==> src/rtl/difficulty_check.sv <==
// difficulty_check: streams a hash MSW-first and checks its leading-zero count against a programmable difficulty
module difficulty_check #(
    parameter int WORD_WIDTH = 32,
    parameter int N_WORDS    = 8,
    parameter int DIFF_WIDTH = 9
) (
    input  logic                  clk,
    input  logic                  reset,
    input  logic                  diff_load,
    input  logic [DIFF_WIDTH-1:0] diff_in,
    input  logic                  word_valid,
    output logic                  word_ready,
    input  logic [WORD_WIDTH-1:0] word_in,
    output logic                  result_valid,
    output logic                  result_pass,
    output logic [DIFF_WIDTH-1:0] lz_count
);
    localparam int HB = WORD_WIDTH * N_WORDS;
    localparam int IW = N_WORDS > 1 ? $clog2(N_WORDS) : 1;
    localparam logic [DIFF_WIDTH-1:0] HB_D = DIFF_WIDTH'(HB);
    localparam logic [DIFF_WIDTH-1:0] WW_D = DIFF_WIDTH'(WORD_WIDTH);
    localparam logic [IW-1:0] LAST = IW'(N_WORDS - 1);
    typedef enum logic [1:0] {IDLE, SCAN, REPORT} state_t;
    state_t state_q, state_d;
    logic [IW-1:0] idx_q, idx_d;
    logic [DIFF_WIDTH-1:0] pend_q, pend_d, act_q, act_d, lz_q, lz_d, res_lz_q, res_lz_d;
    logic fail_q, fail_d, allz_q, allz_d, pass_q, pass_d;
    logic accept, first;
    logic [DIFF_WIDTH-1:0] din_sat, act, off, req, wlz;
    logic [WORD_WIDTH-1:0] mask;
    function automatic logic [DIFF_WIDTH-1:0] lzc(input logic [WORD_WIDTH-1:0] w);
        logic [DIFF_WIDTH-1:0] n = '0;
        logic hit = 1'b0;
        for (int b = WORD_WIDTH - 1; b >= 0; b--) begin
            hit = hit | w[b];
            if (!hit) n = n + 1'b1;
        end
        return n;
    endfunction
    always_comb begin
        word_ready   = state_q != REPORT && !reset;
        result_valid = state_q == REPORT;
        result_pass  = pass_q;
        lz_count     = res_lz_q;
        accept       = word_valid & word_ready;
        first        = state_q == IDLE;
        din_sat      = diff_in > HB_D ? HB_D : diff_in;
        // a load coinciding with the word-0 accept takes effect for this hash
        act          = !first ? act_q : diff_load ? din_sat : pend_q;
        off          = DIFF_WIDTH'(idx_q) * WW_D;
        req          = act <= off ? '0 : (act - off >= WW_D ? WW_D : act - off);
        mask         = ~({WORD_WIDTH{1'b1}} >> req);
        wlz          = lzc(word_in);
        pend_d       = diff_load ? din_sat : pend_q;
        state_d      = state_q;
        idx_d        = idx_q;
        act_d        = act_q;
        fail_d       = fail_q;
        allz_d       = allz_q;
        lz_d         = lz_q;
        pass_d       = pass_q;
        res_lz_d     = res_lz_q;
        if (state_q == REPORT) begin
            state_d = IDLE;
        end else if (accept) begin
            act_d   = act;
            fail_d  = (!first & fail_q) | (|(word_in & mask));
            allz_d  = (first | allz_q) & ~|word_in;
            lz_d    = (first ? '0 : lz_q) + ((first | allz_q) ? wlz : '0);
            idx_d   = idx_q == LAST ? '0 : idx_q + 1'b1;
            state_d = idx_q == LAST ? REPORT : SCAN;
            if (idx_q == LAST) begin
                pass_d   = !fail_d;
                res_lz_d = lz_d;
            end
        end
    end
    always_ff @(posedge clk) begin
        if (reset) begin
            state_q  <= IDLE;
            idx_q    <= '0;
            pend_q   <= '0;
            act_q    <= '0;
            lz_q     <= '0;
            res_lz_q <= '0;
            fail_q   <= 1'b0;
            allz_q   <= 1'b0;
            pass_q   <= 1'b0;
        end else begin
            state_q  <= state_d;
            idx_q    <= idx_d;
            pend_q   <= pend_d;
            act_q    <= act_d;
            lz_q     <= lz_d;
            res_lz_q <= res_lz_d;
            fail_q   <= fail_d;
            allz_q   <= allz_d;
            pass_q   <= pass_d;
        end
    end
endmodule
==> config.mk <==
export PLATFORM = sky130hd
export DESIGN_NAME = difficulty_check
export DESIGN_NICKNAME = d
export VERILOG_FILES = /design/src/rtl/difficulty_check.sv
export SDC_FILE = /design/constraint.sdc
export NUM_CORES = 1
export LEC_CHECK = 0
export CAP_MARGIN = 0
export CORE_ASPECT_RATIO = 0.6
export CORE_MARGIN = 1
export CORE_UTILIZATION = 56
export DETAILED_ROUTE_END_ITERATION = 10
export PLACE_DENSITY_LB_ADDON = 0.05
export SYNTH_ARGS = -nofsm -noshare
export SYNTH_HDL_FRONTEND = slang
export SYNTH_SLANG_ARGS = --single-unit
==> constraint.sdc <==
create_clock -name clk -period 19.4 [get_ports clk]
set_input_delay 1.94 -clock clk [delete_from_list [all_inputs] [get_ports clk]]
set_output_delay 1.94 -clock clk [all_outputs]
set_load 0.005 [all_outputs]
# After elaboration in Yosys (flattened, before gate mapping)
# Index checks and enable logic that the tools add are counted.
dict set report totals {
  inputBits 45
  reg_bits 44
  wordCells 141
}
dict set report op_classes {
  n_addsub 34
  shifts 1
  n_eq_ne 3
  n_reduce_logical 11
  n_lt_le_gt_ge 3
  muxes 41
  bitwise 39
}
# operator count
set ops {}
lappend ops {{$mux 9} 37}
lappend ops {{$add 9x1->9 const B} 30}
lappend ops {{$reduce_or 32->1} 2}
lappend ops {{$or 1x1->1} 33}
lappend ops {{$and 32x32->32} 1}
lappend ops {{$not 32->32} 1}
lappend ops {{$shr 32x9->32 const A} 1}
lappend ops {{$add 9x9->9} 1}
lappend ops {{$ge 9x6->1 const B} 1}
lappend ops {{$gt 9x9->1 const B} 1}
lappend ops {{$le 9x8->1} 1}
lappend ops {{$sub 9x8->9} 1}
lappend ops {{$logic_not 1->1} 4}
lappend ops {{$mux 2} 2}
lappend ops {{$add 3x1->3 const B} 1}
lappend ops {{$and 1x1->1} 3}
lappend ops {{$eq 3x3->1 const B} 1}
lappend ops {{$mux 3} 1}
lappend ops {{$reduce_and 3->1} 1}
lappend ops {{$add 1x1->2 const B} 1}
lappend ops {{$eq 2x2->1 const B} 1}
lappend ops {{$logic_not 2->1} 1}
lappend ops {{$ne 2x2->1 const B} 1}
lappend ops {{$reduce_and 2->1} 1}
lappend ops {{4 further kinds} 4}

# Longest topological paths before layout
# Gate-level depths: netlist of the first run.
dict set report logic_depth {
  ltp_word 65
  ltp_mapped 90
}

# Worst setup path before layout of the first run
# Ideal clock, no wire load.
dict set report synth_path {
  path_type {input-to-reg}
  startpoint {in word_in[30]}
  endpoint {reg res_lz_q[8], in the netlist lz_count[8]}
  arrival_time_ns 16.055
  setup_ns 0.070
  cell_stages 87
  n_path_buf 0
  setup_slack_ns 3.274
  path_cell_list {inv_1 -> a21oi_1 -> ha_1 -> o31ai_1 -> inv_1 -> ha_1 -> nand2_1 -> o21ai_0 -> ha_1 -> nand2_1 -> o21ai_0 -> ha_1 -> o311ai_0 -> o21ai_0 -> ha_1 -> nor2_1 -> a211oi_1 -> a211oi_1 -> (+51 left out) -> nand2_1 -> nand2_1 -> ha_1 -> mux2_2 -> ha_1 -> mux2_2 -> o21ai_0 -> fa_1 -> inv_1 -> a21oi_1 -> o21ai_0 -> a21oi_1 -> o21bai_1 -> a21o_1 -> a21o_1 -> a21boi_1 -> o21ai_1 -> a21oi_1}
}
dict set report synth_via {
  elab_chain_cells 64
  elab_cells_between_ends 94
  cone_classes {add/sub: 31; mux: 32; bitwise: 31}
}
# item line_no
set synth_lines {}
lappend synth_lines {{start: declaration} 13} ;# input logic [WORD_WIDTH-1:0] word_in,
lappend synth_lines {{$or 1x1->1 *} 35} ;# hit = hit | w[b];
lappend synth_lines {{$mux 2} 36} ;# if (!hit) n = n + 1'b1;
lappend synth_lines {{$add 9x1->9} 36}
lappend synth_lines {{$mux 9} 36}
lappend synth_lines {{$add 9x1->9} 36}
lappend synth_lines {{$mux 9} 36}
lappend synth_lines {{$add 9x1->9} 36}
lappend synth_lines {{$mux 9} 36}
lappend synth_lines {{(+48 left out)} n/a}
lappend synth_lines {{$add 9x1->9} 36}
lappend synth_lines {{$mux 9} 36}
lappend synth_lines {{$add 9x1->9} 36}
lappend synth_lines {{$mux 9} 36}
lappend synth_lines {{$add 9x1->9} 36}
lappend synth_lines {{$mux 9 *} 36}
lappend synth_lines {{$mux 9 *} 69} ;# lz_d = (first ? '0 : lz_q) + ((first | allz_q) ? wlz : '0);
lappend synth_lines {{$add 9x9->9 *} 69}
lappend synth_lines {{end signal: assignment} 95} ;# res_lz_q <= res_lz_d;
lappend synth_lines {{end: declaration} 26} ;# logic [DIFF_WIDTH-1:0] pend_q, pend_d, act_q, act_d, lz_q, lz_d, res_lz_q, res_lz_d;
# Mark *: on every way between the ends. The rest lies on a longest branch, timed or not.
# A chain may end at the register's enable or synchronous reset.

# Worst setup path in the final report of the first run
dict set report layout_path {
  startpoint {in word_in[31]}
  endpoint {reg res_lz_q[7], in the netlist lz_count[7]}
}
dict set report layout_via {
  elab_chain_cells 65
  elab_cells_between_ends 96
  cone_classes {add/sub: 32; mux: 33; bitwise: 31}
}
# item line_no
set layout_lines {}
lappend layout_lines {{$mux 1} 36}
lappend layout_lines {{$add 1x1->2} 36}
lappend layout_lines {{$mux 2} 36}
lappend layout_lines {{$add 9x1->9} 36}
lappend layout_lines {{$mux 9} 36}
lappend layout_lines {{$add 9x1->9} 36}
lappend layout_lines {{$mux 9} 36}
lappend layout_lines {{$add 9x1->9} 36}
lappend layout_lines {{(+49 left out)} n/a}
lappend layout_lines {{$add 9x1->9} 36}
lappend layout_lines {{$mux 9} 36}
lappend layout_lines {{$add 9x1->9} 36}
lappend layout_lines {{$mux 9} 36}
lappend layout_lines {{$add 9x1->9} 36}
lappend layout_lines {{$mux 9 *} 36}
lappend layout_lines {{$mux 9 *} 69}
lappend layout_lines {{$add 9x9->9 *} 69}
# Marked as above.

==> metrics, run 1 <==
XOR/XNOR Fraction of Synth Area=0.144; Critical Path RT=19620 ps; Synth area leader=dfxtp_1; Reg2Reg Depth=18; All-Layer GR Usage=0.319; CTS root buf=clkbuf_16; WS Path Type=in2reg; gr ovfl total=0; Residual DRC=0; Synthesized Nets=around 1200; FP Rows=31; compound-gate portion of the synthesized area=0.228; 1st-iter DRT viols=just under 700; Final min period=18010 ps; met1 Usage GRT=0.530; Async S/R FF share, synth=0; status=finished clean; grt met3 use=0.0576; Lkg Pwr=0.00310 uW; simple logic cell fraction of the synthesized area=0.336; CTS clk-pin slew, worst paths=approximately 60 ps; WL/cell=16.7 um; H-tree levels=2; # diodes=0; Num CTS Buffers=5; Max FO, Critical Path=7; port bufs=56; Die Wd=between 100 and 150 um; Clock Path Buffers=2; Final Skew=roughly 1.7 ps; antenna-violating nets left=0; Area growth, synth to finish=11.4%; die area=13500 um2; Slew Limit Fails=0; adder-cell area share of the yosys netlist=0.0844; Worst Setup Start Kind=primary input; layout cells sized above 1=0.0504; Final Hold Fails=0; Core ar.=12400 um2; Post-Syn Area=7290 um2; filler instances=between 1000 and 1500; # Post-CTS Setup Buffers=0; CTS tree=done; sequential share of the synthesized area=0.121; Tcrit/Tclk final=0.928; top-count cell post-synth=nand2_1; YS warnings=0; slowest CP cell=clkdlybuf4s50_1; crit-path max cell delay=520 ps; routability cong.=between 0.9 and 1; worst skew pair latency=slightly below 300 ps; Max-Cap Viols=0; WHS Path Cells=2; clock sink count=44; starting density of the core=0.590; worst endpoint data arrival time=between 15000 and 20000 ps; Final nets=around 1200; worst slew pin tran=roughly 1000 ps; top_reg_cell synth=dfxtp_1; Fmax=about 0.056 GHz; post-synthesis cell count=1065; top cells by instance count after synthesis=nand2_1 (132), nor2_1 (131), a21oi_1 (90), o21ai_0 (68), xnor2_1 (61); CP endpoint kind=flop; I/O pin count=57; Hold WS=around 450 ps; slew margin rel.=0.330; first-pass GRT wire length=approximately 35000 um; antenna violations before repair=0; met2 Usage GRT=0.418; syn_area_per_cell=6.85 um2; EDFF count, synth=0; most frequent CP cell=ha_1; Post-DP HPWL=16600 um; hold-fix buffers at CTS=0; flops & latches, synth=44; pin count of the biggest net entering global routing=46; Most Crowded Layer GR=met1; hold crit path type=reg2reg; fin area=8130 um2; TNS Setup=0 ps; vias in the first global route=6827; largest family of logic cells by synthesized area=simple AND/OR/NAND/NOR gates; DR pass1 iterations=5; Synth area leaders=dfxtp_1 (12%), xnor2_1 (7.3%), ha_1 (7.2%); Synth cell types=84; Die Ht=90.4 um; mux contribution to synthesized area=0.0431; RSZ-0062 raised after global routing=no; final setup vio count=0; placed inst area=roughly 7900 um2; mean number of vias per cell=6.13; maximum vdd drop=27.2 uV; detailed-route via count=7695; Power Density=38.7 nW/um2; Routed Wire Length=20900 um; top cell type's share of synthesized area=0.121
[what timing repair did]
action | in CTS | in global routing
hold endpoints to repair | 0 | 0
resized for setup | 0 | 5
setup endpoints to repair | 0 | 7
[cell families after synthesis]
kind of cell | after synthesis
simple gates | 492
compound gates | 267
xor+xnor | 106
buf+inv | 77
fa+ha+maj | 49
flops | 44
mux | 30
[power by group]
part           internal [uW]  switching [uW]  leakage (uW)
Combinational           45.2            67.0       0.00265
Sequential              93.3            1.66      0.000358
Clock                   73.0            34.5     0.0000899
Total                    212             103       0.00310
[path summary, 6_finish.rpt]
path	slack, ps	to	start
worst max-delay path	1390	lz_count[7]$_SDFFE_PP0P_	word_in[31]
worst min-delay path	450	lz_count[6]$_SDFFE_PP0P_	lz_count[6]$_SDFFE_PP0P_
worst max register to register	14510	result_pass$_SDFFE_PP0P_	state_q[1]$_SDFFE_PN0P_
worst min register to register	450	lz_count[6]$_SDFFE_PP0P_	lz_count[6]$_SDFFE_PP0P_
[worst max-delay path, delay by kind of cell]
family | cells | cell delay, ps
simple gates | 21 | 2080
fa+ha+maj | 20 | 6250
xor+xnor | 1 | 160
compound gates | 33 | 5430
buf+inv | 4 | 750
mux | 8 | 1530
[layer usage]
metal  up-vias  share of wire
met5         -              0
met4         0         0.0050
met3        14          0.086
met2       305           0.36
met1      3526           0.55
li1       3850              -
[through the flow]
step,cells,setup WS [ps],util,total power (uW)
finish,1256,1390,0.657,315
global route,1256,3.35,0.657,334
detailed placement,1249,1030,0.640,205
floorplan,1065,3270,-,174
global placement,1249,1620,0.640,205
CTS,1256,1260,0.655,313
[cell type report]
type / instances / area, um2 / share of cell area
multi-input combinational: 944 / 6120 / 0.753
tap: 165 / 206 / 0.0254
inverter: 33 / 124 / 0.0152
timing repair buffer: 63 / 613 / 0.0754
clock buffer: 5 / 125 / 0.0154
sequential: 44 / 881 / 0.108
clock inverter: 2 / 60.1 / 0.00739
[cells in the final DEF (no fill, tap or decap), drive strengths merged, types with 6 or more instances in the layout]
cell type	netlist	final
or2	9	9
xnor3	6	6
xnor2	64	64
mux2i	22	22
a21oi	91	91
nor3	30	30
and2	29	29
or3	18	18
o211ai	7	7
a31oi	7	7
inv	33	33
dfxtp	44	44
nand2b	13	13
a21o	15	15
and3	13	13
o31ai	8	8
nor2	131	131
xor2	36	36
o21ai	72	72
o22ai	7	7
nand2	132	132
nor4	16	16
nand3	26	26
ha	42	42
mux2	8	8
buf	6	7
clkdlybuf4s50	0	56
a21boi	6	6
nand3b	23	23
a211oi	7	7
nor2b	27	27
[sequential cells by signal, indices dropped and copies added, names as in the netlist]
name         cells
state_q          2
result_pass      1
pend_q           9
act_q            9
fail_q           1
lz_q             9
lz_count         9
idx_q            3
allz_q           1
No activity file was read; power rests on OpenSTA's default activity.
==> inputs of run 2 (changes only) <==
Settings changed: ABC_CLOCK_PERIOD_IN_PS set to 19400, SLEW_MARGIN set to 20.
==> results of run 2 <==
Same layout as run 1: the final DEF is identical, and so are final timing and power.
